<file path="src/rtl/div_mon_pkg.sv">
// rtl/div_mon_pkg.sv - shared constants, types and helpers for div_clk_monitor
// Purpose: default widths, run-length and sample-pair types, saturating increment.
// Ports: none (package).
package div_mon_pkg;

  localparam int CNT_W_DEF    = 8;
  localparam int LOCK_CNT_DEF = 4;

  typedef logic [CNT_W_DEF-1:0] half_cnt_t;

  // h: clk_div during the clk-high phase, l: during the following clk-low phase
  typedef struct packed {
    logic h;
    logic l;
  } sample_pair_t;

  function automatic int sat_inc(input int v, input int max_v);
    return (v >= max_v) ? max_v : v + 1;
  endfunction

endpackage

</file>
<file path="src/rtl/div_clk_monitor_if.sv">
// rtl/div_clk_monitor_if.sv - control, stimulus and result bundle of div_clk_monitor
// Purpose: groups enable, divided clock, expectations and measurement results.
// Ports (master drives / slave receives):
//   en, clk_div, exp_high, exp_low          master -> slave
//   high_len, low_len, period_len,
//   meas_valid, duty_err, period_err,
//   locked, stuck                           slave -> master
interface div_mon_if
  import div_mon_pkg::*;
#(
  parameter int CNT_W = CNT_W_DEF
) ();

  logic             en;
  logic             clk_div;
  logic [CNT_W-1:0] exp_high;
  logic [CNT_W-1:0] exp_low;
  logic [CNT_W-1:0] high_len;
  logic [CNT_W-1:0] low_len;
  logic [CNT_W:0]   period_len;
  logic             meas_valid;
  logic             duty_err;
  logic             period_err;
  logic             locked;
  logic             stuck;

  modport master (
    output en, clk_div, exp_high, exp_low,
    input  high_len, low_len, period_len, meas_valid, duty_err, period_err,
           locked, stuck
  );

  modport slave (
    input  en, clk_div, exp_high, exp_low,
    output high_len, low_len, period_len, meas_valid, duty_err, period_err,
           locked, stuck
  );

endinterface

</file>
<file path="src/rtl/div_mon_sampler.sv">
// rtl/div_mon_sampler.sv - dual-edge capture of the divided clock
// Purpose: samples clk_div on both clk edges and presents one time-ordered pair per posedge.
// Ports:
//   clk      in   source clock
//   rst_n    in   asynchronous active-low reset
//   clk_div  in   divided clock under test
//   pair     out  {h, l} for the clk period that ended at the latest posedge
module div_mon_sampler
  import div_mon_pkg::*;
(
  input  logic         clk,
  input  logic         rst_n,
  input  logic         clk_div,
  output sample_pair_t pair
);

  logic s_n;   // clk-high phase value, captured at negedge
  logic h_q;   // s_n re-timed to posedge so it stays paired with s_p
  logic s_p;   // clk-low phase value, captured at posedge

  always_ff @(negedge clk or negedge rst_n) begin
    if (!rst_n) s_n <= 1'b0;
    else        s_n <= clk_div;
  end

  always_ff @(posedge clk or negedge rst_n) begin
    if (!rst_n) begin
      h_q <= 1'b0;
      s_p <= 1'b0;
    end else begin
      h_q <= s_n;
      s_p <= clk_div;
    end
  end

  assign pair = '{h: h_q, l: s_p};

endmodule

</file>
<file path="src/rtl/div_clk_monitor.sv">
// rtl/div_clk_monitor.sv - high/low/period checker for N.5 fractional divider outputs
// Purpose: measures clk_div run lengths in half-cycles of clk, flags duty and period
//          errors against expectations, and declares lock after LOCK_CNT good periods.
// Ports:
//   clk    in   source clock feeding the divider
//   rst_n  in   asynchronous active-low reset
//   mon    slave modport of div_mon_if (en, clk_div, exp_* in; results out)
module div_clk_monitor
  import div_mon_pkg::*;
#(
  parameter int CNT_W    = CNT_W_DEF,
  parameter int LOCK_CNT = LOCK_CNT_DEF
) (
  input  logic     clk,
  input  logic     rst_n,
  div_mon_if.slave mon
);

  localparam int LW      = $clog2(LOCK_CNT + 1);
  localparam int RUN_MAX = (1 << CNT_W) - 1;

  sample_pair_t pair;

  div_mon_sampler u_sampler (
    .clk     (clk),
    .rst_n   (rst_n),
    .clk_div (mon.clk_div),
    .pair    (pair)
  );

  logic             prev_q, armed_q, stuck_q, locked_q;
  logic             meas_valid_q, duty_err_q, period_err_q;
  logic [CNT_W-1:0] run_q, hi_acc_q, high_len_q, low_len_q;
  logic [CNT_W:0]   period_len_q;
  logic [LW-1:0]    lock_cnt_q;

  logic             prev_n, armed_n, stuck_n, pub, duty_bad, period_bad;
  logic [CNT_W-1:0] run_n, hi_acc_n, pub_hi, pub_lo;
  logic [LW-1:0]    lock_cnt_n;
  logic [1:0]       smp;

  // Walk the two samples of this clk period in time order (h first).
  always_comb begin
    smp        = {pair.l, pair.h};
    prev_n     = prev_q;
    run_n      = run_q;
    hi_acc_n   = hi_acc_q;
    armed_n    = armed_q;
    pub        = 1'b0;
    pub_hi     = hi_acc_q;
    pub_lo     = run_q;
    for (int i = 0; i < 2; i++) begin
      if (smp[i] == prev_n) begin
        run_n = CNT_W'(sat_inc(int'(run_n), RUN_MAX));
      end else begin
        if (prev_n) begin
          hi_acc_n = run_n;
        end else begin
          // Rising edge closes a full period only once a previous rise was seen.
          if (armed_n) begin
            pub    = 1'b1;
            pub_hi = hi_acc_n;
            pub_lo = run_n;
          end
          armed_n = 1'b1;
        end
        run_n = CNT_W'(1);
      end
      prev_n = smp[i];
    end
    // A saturated run means the period is unmeasurable; force a fresh arm.
    stuck_n = (int'(run_n) == RUN_MAX);
    if (stuck_n) armed_n = 1'b0;

    duty_bad   = (pub_hi != mon.exp_high) || (pub_lo != mon.exp_low);
    period_bad = ({1'b0, pub_hi} + {1'b0, pub_lo}) !=
                 ({1'b0, mon.exp_high} + {1'b0, mon.exp_low});

    lock_cnt_n = lock_cnt_q;
    if (stuck_n || (pub && (duty_bad || period_bad))) lock_cnt_n = '0;
    else if (pub) lock_cnt_n = LW'(sat_inc(int'(lock_cnt_q), LOCK_CNT));
  end

  always_ff @(posedge clk or negedge rst_n) begin
    if (!rst_n) begin
      prev_q       <= 1'b0;
      run_q        <= '0;
      hi_acc_q     <= '0;
      armed_q      <= 1'b0;
      stuck_q      <= 1'b0;
      lock_cnt_q   <= '0;
      locked_q     <= 1'b0;
      meas_valid_q <= 1'b0;
      duty_err_q   <= 1'b0;
      period_err_q <= 1'b0;
      high_len_q   <= '0;
      low_len_q    <= '0;
      period_len_q <= '0;
    end else begin
      // prev tracks clk_div even while disabled so re-enable sees true edges.
      prev_q <= prev_n;
      if (!mon.en) begin
        run_q        <= '0;
        armed_q      <= 1'b0;
        stuck_q      <= 1'b0;
        lock_cnt_q   <= '0;
        locked_q     <= 1'b0;
        meas_valid_q <= 1'b0;
        duty_err_q   <= 1'b0;
        period_err_q <= 1'b0;
      end else begin
        run_q        <= run_n;
        hi_acc_q     <= hi_acc_n;
        armed_q      <= armed_n;
        stuck_q      <= stuck_n;
        lock_cnt_q   <= lock_cnt_n;
        locked_q     <= (lock_cnt_n == LW'(LOCK_CNT));
        meas_valid_q <= pub;
        duty_err_q   <= pub && duty_bad;
        period_err_q <= pub && period_bad;
        if (pub) begin
          high_len_q   <= pub_hi;
          low_len_q    <= pub_lo;
          period_len_q <= {1'b0, pub_hi} + {1'b0, pub_lo};
        end
      end
    end
  end

  assign mon.high_len   = high_len_q;
  assign mon.low_len    = low_len_q;
  assign mon.period_len = period_len_q;
  assign mon.meas_valid = meas_valid_q;
  assign mon.duty_err   = duty_err_q;
  assign mon.period_err = period_err_q;
  assign mon.locked     = locked_q;
  assign mon.stuck      = stuck_q;

endmodule

</file>
<file path="src/flat_wrapper.sv">
// flat-port wrapper written by rule: the top's interface ports become plain ports
module div_clk_monitor_flat import div_mon_pkg::*;
#(
  parameter int CNT_W    = CNT_W_DEF,
  parameter int LOCK_CNT = LOCK_CNT_DEF
)
  (clk, rst_n, mon_en, mon_clk_div, mon_exp_high, mon_exp_low, mon_high_len, mon_low_len, mon_period_len, mon_meas_valid, mon_duty_err, mon_period_err, mon_locked, mon_stuck);
  div_mon_if #(.CNT_W(CNT_W)) mon_i ();
  input  logic clk;
  input  logic rst_n;
  input wire logic [$bits(mon_i.en)-1:0] mon_en;
  input wire logic [$bits(mon_i.clk_div)-1:0] mon_clk_div;
  input wire logic [$bits(mon_i.exp_high)-1:0] mon_exp_high;
  input wire logic [$bits(mon_i.exp_low)-1:0] mon_exp_low;
  output wire logic [$bits(mon_i.high_len)-1:0] mon_high_len;
  output wire logic [$bits(mon_i.low_len)-1:0] mon_low_len;
  output wire logic [$bits(mon_i.period_len)-1:0] mon_period_len;
  output wire logic [$bits(mon_i.meas_valid)-1:0] mon_meas_valid;
  output wire logic [$bits(mon_i.duty_err)-1:0] mon_duty_err;
  output wire logic [$bits(mon_i.period_err)-1:0] mon_period_err;
  output wire logic [$bits(mon_i.locked)-1:0] mon_locked;
  output wire logic [$bits(mon_i.stuck)-1:0] mon_stuck;
  assign mon_i.en = mon_en;
  assign mon_i.clk_div = mon_clk_div;
  assign mon_i.exp_high = mon_exp_high;
  assign mon_i.exp_low = mon_exp_low;
  assign mon_high_len = mon_i.high_len;
  assign mon_low_len = mon_i.low_len;
  assign mon_period_len = mon_i.period_len;
  assign mon_meas_valid = mon_i.meas_valid;
  assign mon_duty_err = mon_i.duty_err;
  assign mon_period_err = mon_i.period_err;
  assign mon_locked = mon_i.locked;
  assign mon_stuck = mon_i.stuck;
  div_clk_monitor #(.CNT_W(CNT_W), .LOCK_CNT(LOCK_CNT)) u_core (.clk(clk), .rst_n(rst_n), .mon(mon_i));
endmodule
</file>
<file path="config.mk">
export PLATFORM = sky130hd
export DESIGN_NAME = div_clk_monitor_flat
export DESIGN_NICKNAME = d
export VERILOG_FILES = /design/src/rtl/div_mon_pkg.sv /design/src/rtl/div_clk_monitor_if.sv /design/src/rtl/div_mon_sampler.sv /design/src/rtl/div_clk_monitor.sv /design/src/flat_wrapper.sv
export SDC_FILE = /design/constraint.sdc
export NUM_CORES = 1
export LEC_CHECK = 0
export ABC_AREA = 0
export CORE_ASPECT_RATIO = 2
export CORE_MARGIN = 2
export CORE_UTILIZATION = 60
export DETAILED_ROUTE_END_ITERATION = 10
export DONT_BUFFER_PORTS = 1
export PLACE_DENSITY = 0.87
export SETUP_SLACK_MARGIN = 0.5
export SLEW_MARGIN = 20
export SYNTH_ARGS = -nofsm -noshare
export SYNTH_HDL_FRONTEND = slang
export SYNTH_SLANG_ARGS = --single-unit
</file>
<file path="constraint.sdc">
create_clock -name clk -period 4.9 [get_ports clk]
set_input_delay 0.98 -clock clk [delete_from_list [all_inputs] [get_ports clk]]
set_output_delay 0.98 -clock clk [all_outputs]
set_load 0.02 [all_outputs]
</file>
# Word level (Yosys, flattened, before mapping)
# Index checks and enable logic that the tools add are counted.
# totals
regBits	54
out_inout_bits	30
# classes
n_addsub	5
n_lt_le_gt_ge	3
eq_ne	7
muxes	36
reduce_logical	7
# op_table
cell	n
two-way mux 8 bit	15
adder 8 x 8 -> 9 bit	2
two-way mux 1 bit	17
adder 8 x 1 -> 8 bit, second input constant	2
greater-or-equal comparator 8 bit, second input constant	2
inequality test 8 bit	2
two-way mux 3 bit	4
inequality test 9 bit	1
== test 8 x 1 -> 1 bit, second input constant	1
adder 3 x 1 -> 3 bit, second input constant	1
== test 3 bit, second input constant	1
greater-or-equal comparator 3 bit, second input constant	1
logical AND 1 bit	3
logical OR 1 bit	3
== test 1 bit	2
AND reduction 2 bit	1

# Logic depth before layout (Yosys ltp)
# depth
ltp_word	14
mapped_depth	16

# By module
# Synthesis repeated with hierarchy kept, for this count alone.
# unflattened
hier_cells	474
hier_area_um2	4067.7
# by_module_without_submodules
mod	n_inst	cells_per_inst	area_each_um2	seq_area_each_um2
div_clk_monitor	1	469	3977.6	1276.2
div_mon_sampler	1	5	90.1	75.1

==> flow_metrics.py <==
metrics = {
    "drt": {
        "firstDrtPassIters": 5,
        "ant_nets": 0,
        "vias_per_cell": 7.287,
        "drt_iter0_markers": 624,
        "avgRoutedWirePerCell_um": 26.63,
        "wirelength_um": 16220,
        "vias": 4438,
        "drcViolationCount": 0,
    },
    "clocking": {
        "numCtsBuffers": 5,
        "cts_setup_buffers": 0,
        "clkTransAtPathRegs_ns": 0.07,
        "clk_latency_ns": 0.32,
        "cts_tree": "done",
        "cts_resized": 0,
        "cts.sinks": 54,
        "cts.path.max_buffers": 2,
        "cts_max_level": 2,
        "clockRootBuffer": "clkbuf_16",
        "postCtsHoldBufs": 0,
    },
    "sta": {
        "relSlewSlack_pct": 26.13,
        "fin_crit_sh_pct": 84.37,
        "final.setup.worst_slack_ns": 0.7661,
        "clock_skew_ns": 0.01722,
        "finalSetupViolCount": 0,
        "slew_violations": 0,
        "timing.fmax_mhz": 241.9,
        "rsz0062_at_grt": "false",
        "tightestPinTransition_ns": 1.105,
        "hold_violations": 0,
        "fin_crit_ns": 4.134,
        "setup-tns-final_ns": 0,
    },
    "floorplan": {
        "pin_count": 50,
        "core-area_um2": 7267,
        "start_util_pct": 61.83,
        "die_w_um": 65.19,
        "rows": 44,
        "dieHeight_um": 126.4,
        "die_area_um2": 8239,
    },
    "global_routing": {
        "grt_overflow_total": 0,
        "met2_usage_pct": 68.55,
        "busiest_layer": "met2",
        "grt_usage_pct": 41.73,
        "antenna_found_initial": 0,
        "grt_max_degree": 55,
        "grt_pass1_vias": 4547,
        "grt_pass1_wl_um": 25450,
        "grt.met1_usage_pct": 39.95,
        "use_met3_pct": 14.27,
    },
    "worst_hold_path": {
        "hold_class": "in -> async",
    },
    "synthesis": {
        "yosysTopAreaCell": "dfrtp_1",
        "synth_top_area_share_pct": 29.52,
        "ys_ff_latch": 54,
        "syn-cell-area_um2": 4493,
        "ys.flop_type": "dfrtp_1",
        "ys_async_sr_fraction_pct": 100.0,
        "synth_seq_area_share_pct": 30.08,
        "synthesis.instances": 526,
        "ys_warn_count": 0,
        "synthTopCellsByArea": "dfrtp_1 (30%), ha_1 (5.3%), a21oi_1 (5.0%), o21ai_0 (4.1%), xnor2_1 (4.1%)",
        "synth_edf_count": 0,
        "syn-num-nets": 567,
        "ys_types": 83,
        "syn_area_per_cell_um2": 8.542,
    },
    "place": {
        "pre_cts_slack_ns": 0.6014,
        "place.port_buffers": 0,
        "routabilityCongestion": 1.028,
        "hpwl_um": 12460,
    },
    "critical_path": {
        "critPathKind": "reg -> reg",
        "crit_slowest_cell": "and3b_1",
        "cp.buffers_inverters": 1,
        "start_kind": "register",
        "startpoint": "u_core.u_sampler.h_q",
        "cp_slowest_stage_delay_ns": 0.64,
        "timing.rr.start": "u_core.u_sampler.h_q",
        "cp_cell_sequence": "and3b_1 > nand2_1 > nor2_1 > a21oi_1 > ha_1 > inv_1 > fa_1 > xnor2_1 > a2111oi_0 > o311ai_0 > nor4_4 > nand4_2 > o31ai_1",
        "worstSetupPathDepth": 13,
        "cp.required_ns": 5.11,
        "cp-end-kind": "register",
        "crit_arrival_ns": 4.35,
        "crit_family": "simple AND/OR/NAND/NOR gates",
        "crit_fanout": 14,
        "reg2regPathDepth": 13,
    },
    "final_layout": {
        "layout_commonest_cell": "dfrtp_1",
        "num_antenna_cells": 0,
        "fill_cells": 628,
        "mostFrequentLayoutCells": "dfrtp_1 (52), nand2_1 (47), a21oi_1 (45), o21ai_0 (37), nor2_1 (36)",
        "syn_to_final_growth_pct": 4.595,
        "nets": 557,
        "drive_gt1_share_pct": 10.83,
    },
    "power": {
        "p_leak_nw": 2.052,
        "power.density_nw_per_um2": 292.2,
        "peakVddDrop_mv": 0.2432,
    },
    "run_status": {
        "outcome": "completed",
    },
    "job": {
        "cap_violations": 0,
    },
}
area by class of cell:
| class | count | area (um2) | area share [%] |
|---|---|---|---|
| sequential | 54 | 1353 | 28.78 |
| clock inverter | 2 | 13.76 | 0.2929 |
| clock buffer | 6 | 128.9 | 2.742 |
| multi-input combinational | 414 | 2894 | 61.58 |
| timing repair buffer | 11 | 82.58 | 1.757 |
| inverter | 30 | 112.6 | 2.396 |
| tap | 92 | 115.1 | 2.449 |
synth_stat cells, types with 7 or more instances:
cell type	number
o21a_1	7
buf_4	8
clkbuf_1	9
xnor2_1	21
nand2_1	47
a211oi_1	9
ha_1	19
a31oi_1	8
o21ai_0	37
o22ai_1	12
a21oi_1	45
a21o_1	10
nor3_1	10
o31ai_1	7
mux2_2	11
nor2_1	37
nand2b_1	7
dfrtp_1	53
xor2_1	11
inv_1	27
nand3_1	12
power breakdown:
part           leakage [nW]  internal [mW]  switching (mW)
clock network        0.0712          0.191           0.176
registers             0.704          0.502           0.118
logic                  1.28          0.158           0.228
total                  2.05          0.851           0.522
per-layer routing:
layer | share of wire, % | wire (um)
met4 | 10 | 1656
met3 | 9.0 | 1467
met1 | 30 | 4895
met5 | 0 | 0
met2 | 51 | 8196
sequential cells by signal, summed over array words and instances, names as in the netlist:
name,flops
u_core.u_sampler.s_p,1
u_core.mon.low_len,8
u_core.mon.meas_valid,1
u_core.mon.locked,1
u_core.mon.stuck,1
u_core.mon.period_err,1
u_core.mon.high_len,8
u_core.hi_acc_q,8
u_core.prev_q,1
u_core.mon.duty_err,1
u_core.mon.period_len,9
u_core.armed_q,1
u_core.u_sampler.h_q,1
u_core.u_sampler.s_n,1
u_core.run_q,8
u_core.lock_cnt_q,3
path summary, 6_finish.rpt:
check | to | slack, ns
worst max-delay path | u_core.lock_cnt_q[0] | 0.77
worst min-delay path | u_core.mon.low_len[0] | 0.36
worst max register to register | u_core.lock_cnt_q[0] | 0.77
worst min register to register | u_core.lock_cnt_q[0] | 0.56
max in group asynchronous | u_core.u_sampler.s_n | 2.07
min in group clk | u_core.lock_cnt_q[0] | 0.56
logic make-up after synthesis:
family	Yosys count	synth area share, %
buffers and inverters	58	6.015
XOR/XNOR	34	7.380
adder cells (fa/ha/maj)	21	6.182
flip-flops	54	30.08
AND/OR/NAND/NOR	160	19.38
AO/OA/AOI/OAI	183	27.01
multiplexers	16	3.954
per-stage QoR:
| stage | total power, mW | instance area (um2) | util (%) | instances | hold WS (ns) |
|---|---|---|---|---|---|
| floorplan | 0.8878 | 4493 | - | 526 | 0.3548 |
| global placement | 0.9806 | 4533 | 62.38 | 601 | 0.5244 |
| detailed placement | 0.9944 | 4533 | 62.38 | 601 | 0.5407 |
| CTS | 1.358 | 4676 | 64.34 | 609 | 0.3665 |
| global route | 1.431 | 4700 | 64.67 | 609 | 0.3586 |
| finish | 1.373 | 4700 | 64.67 | 609 | 0.3634 |
Power figures use the tool's default switching activity.
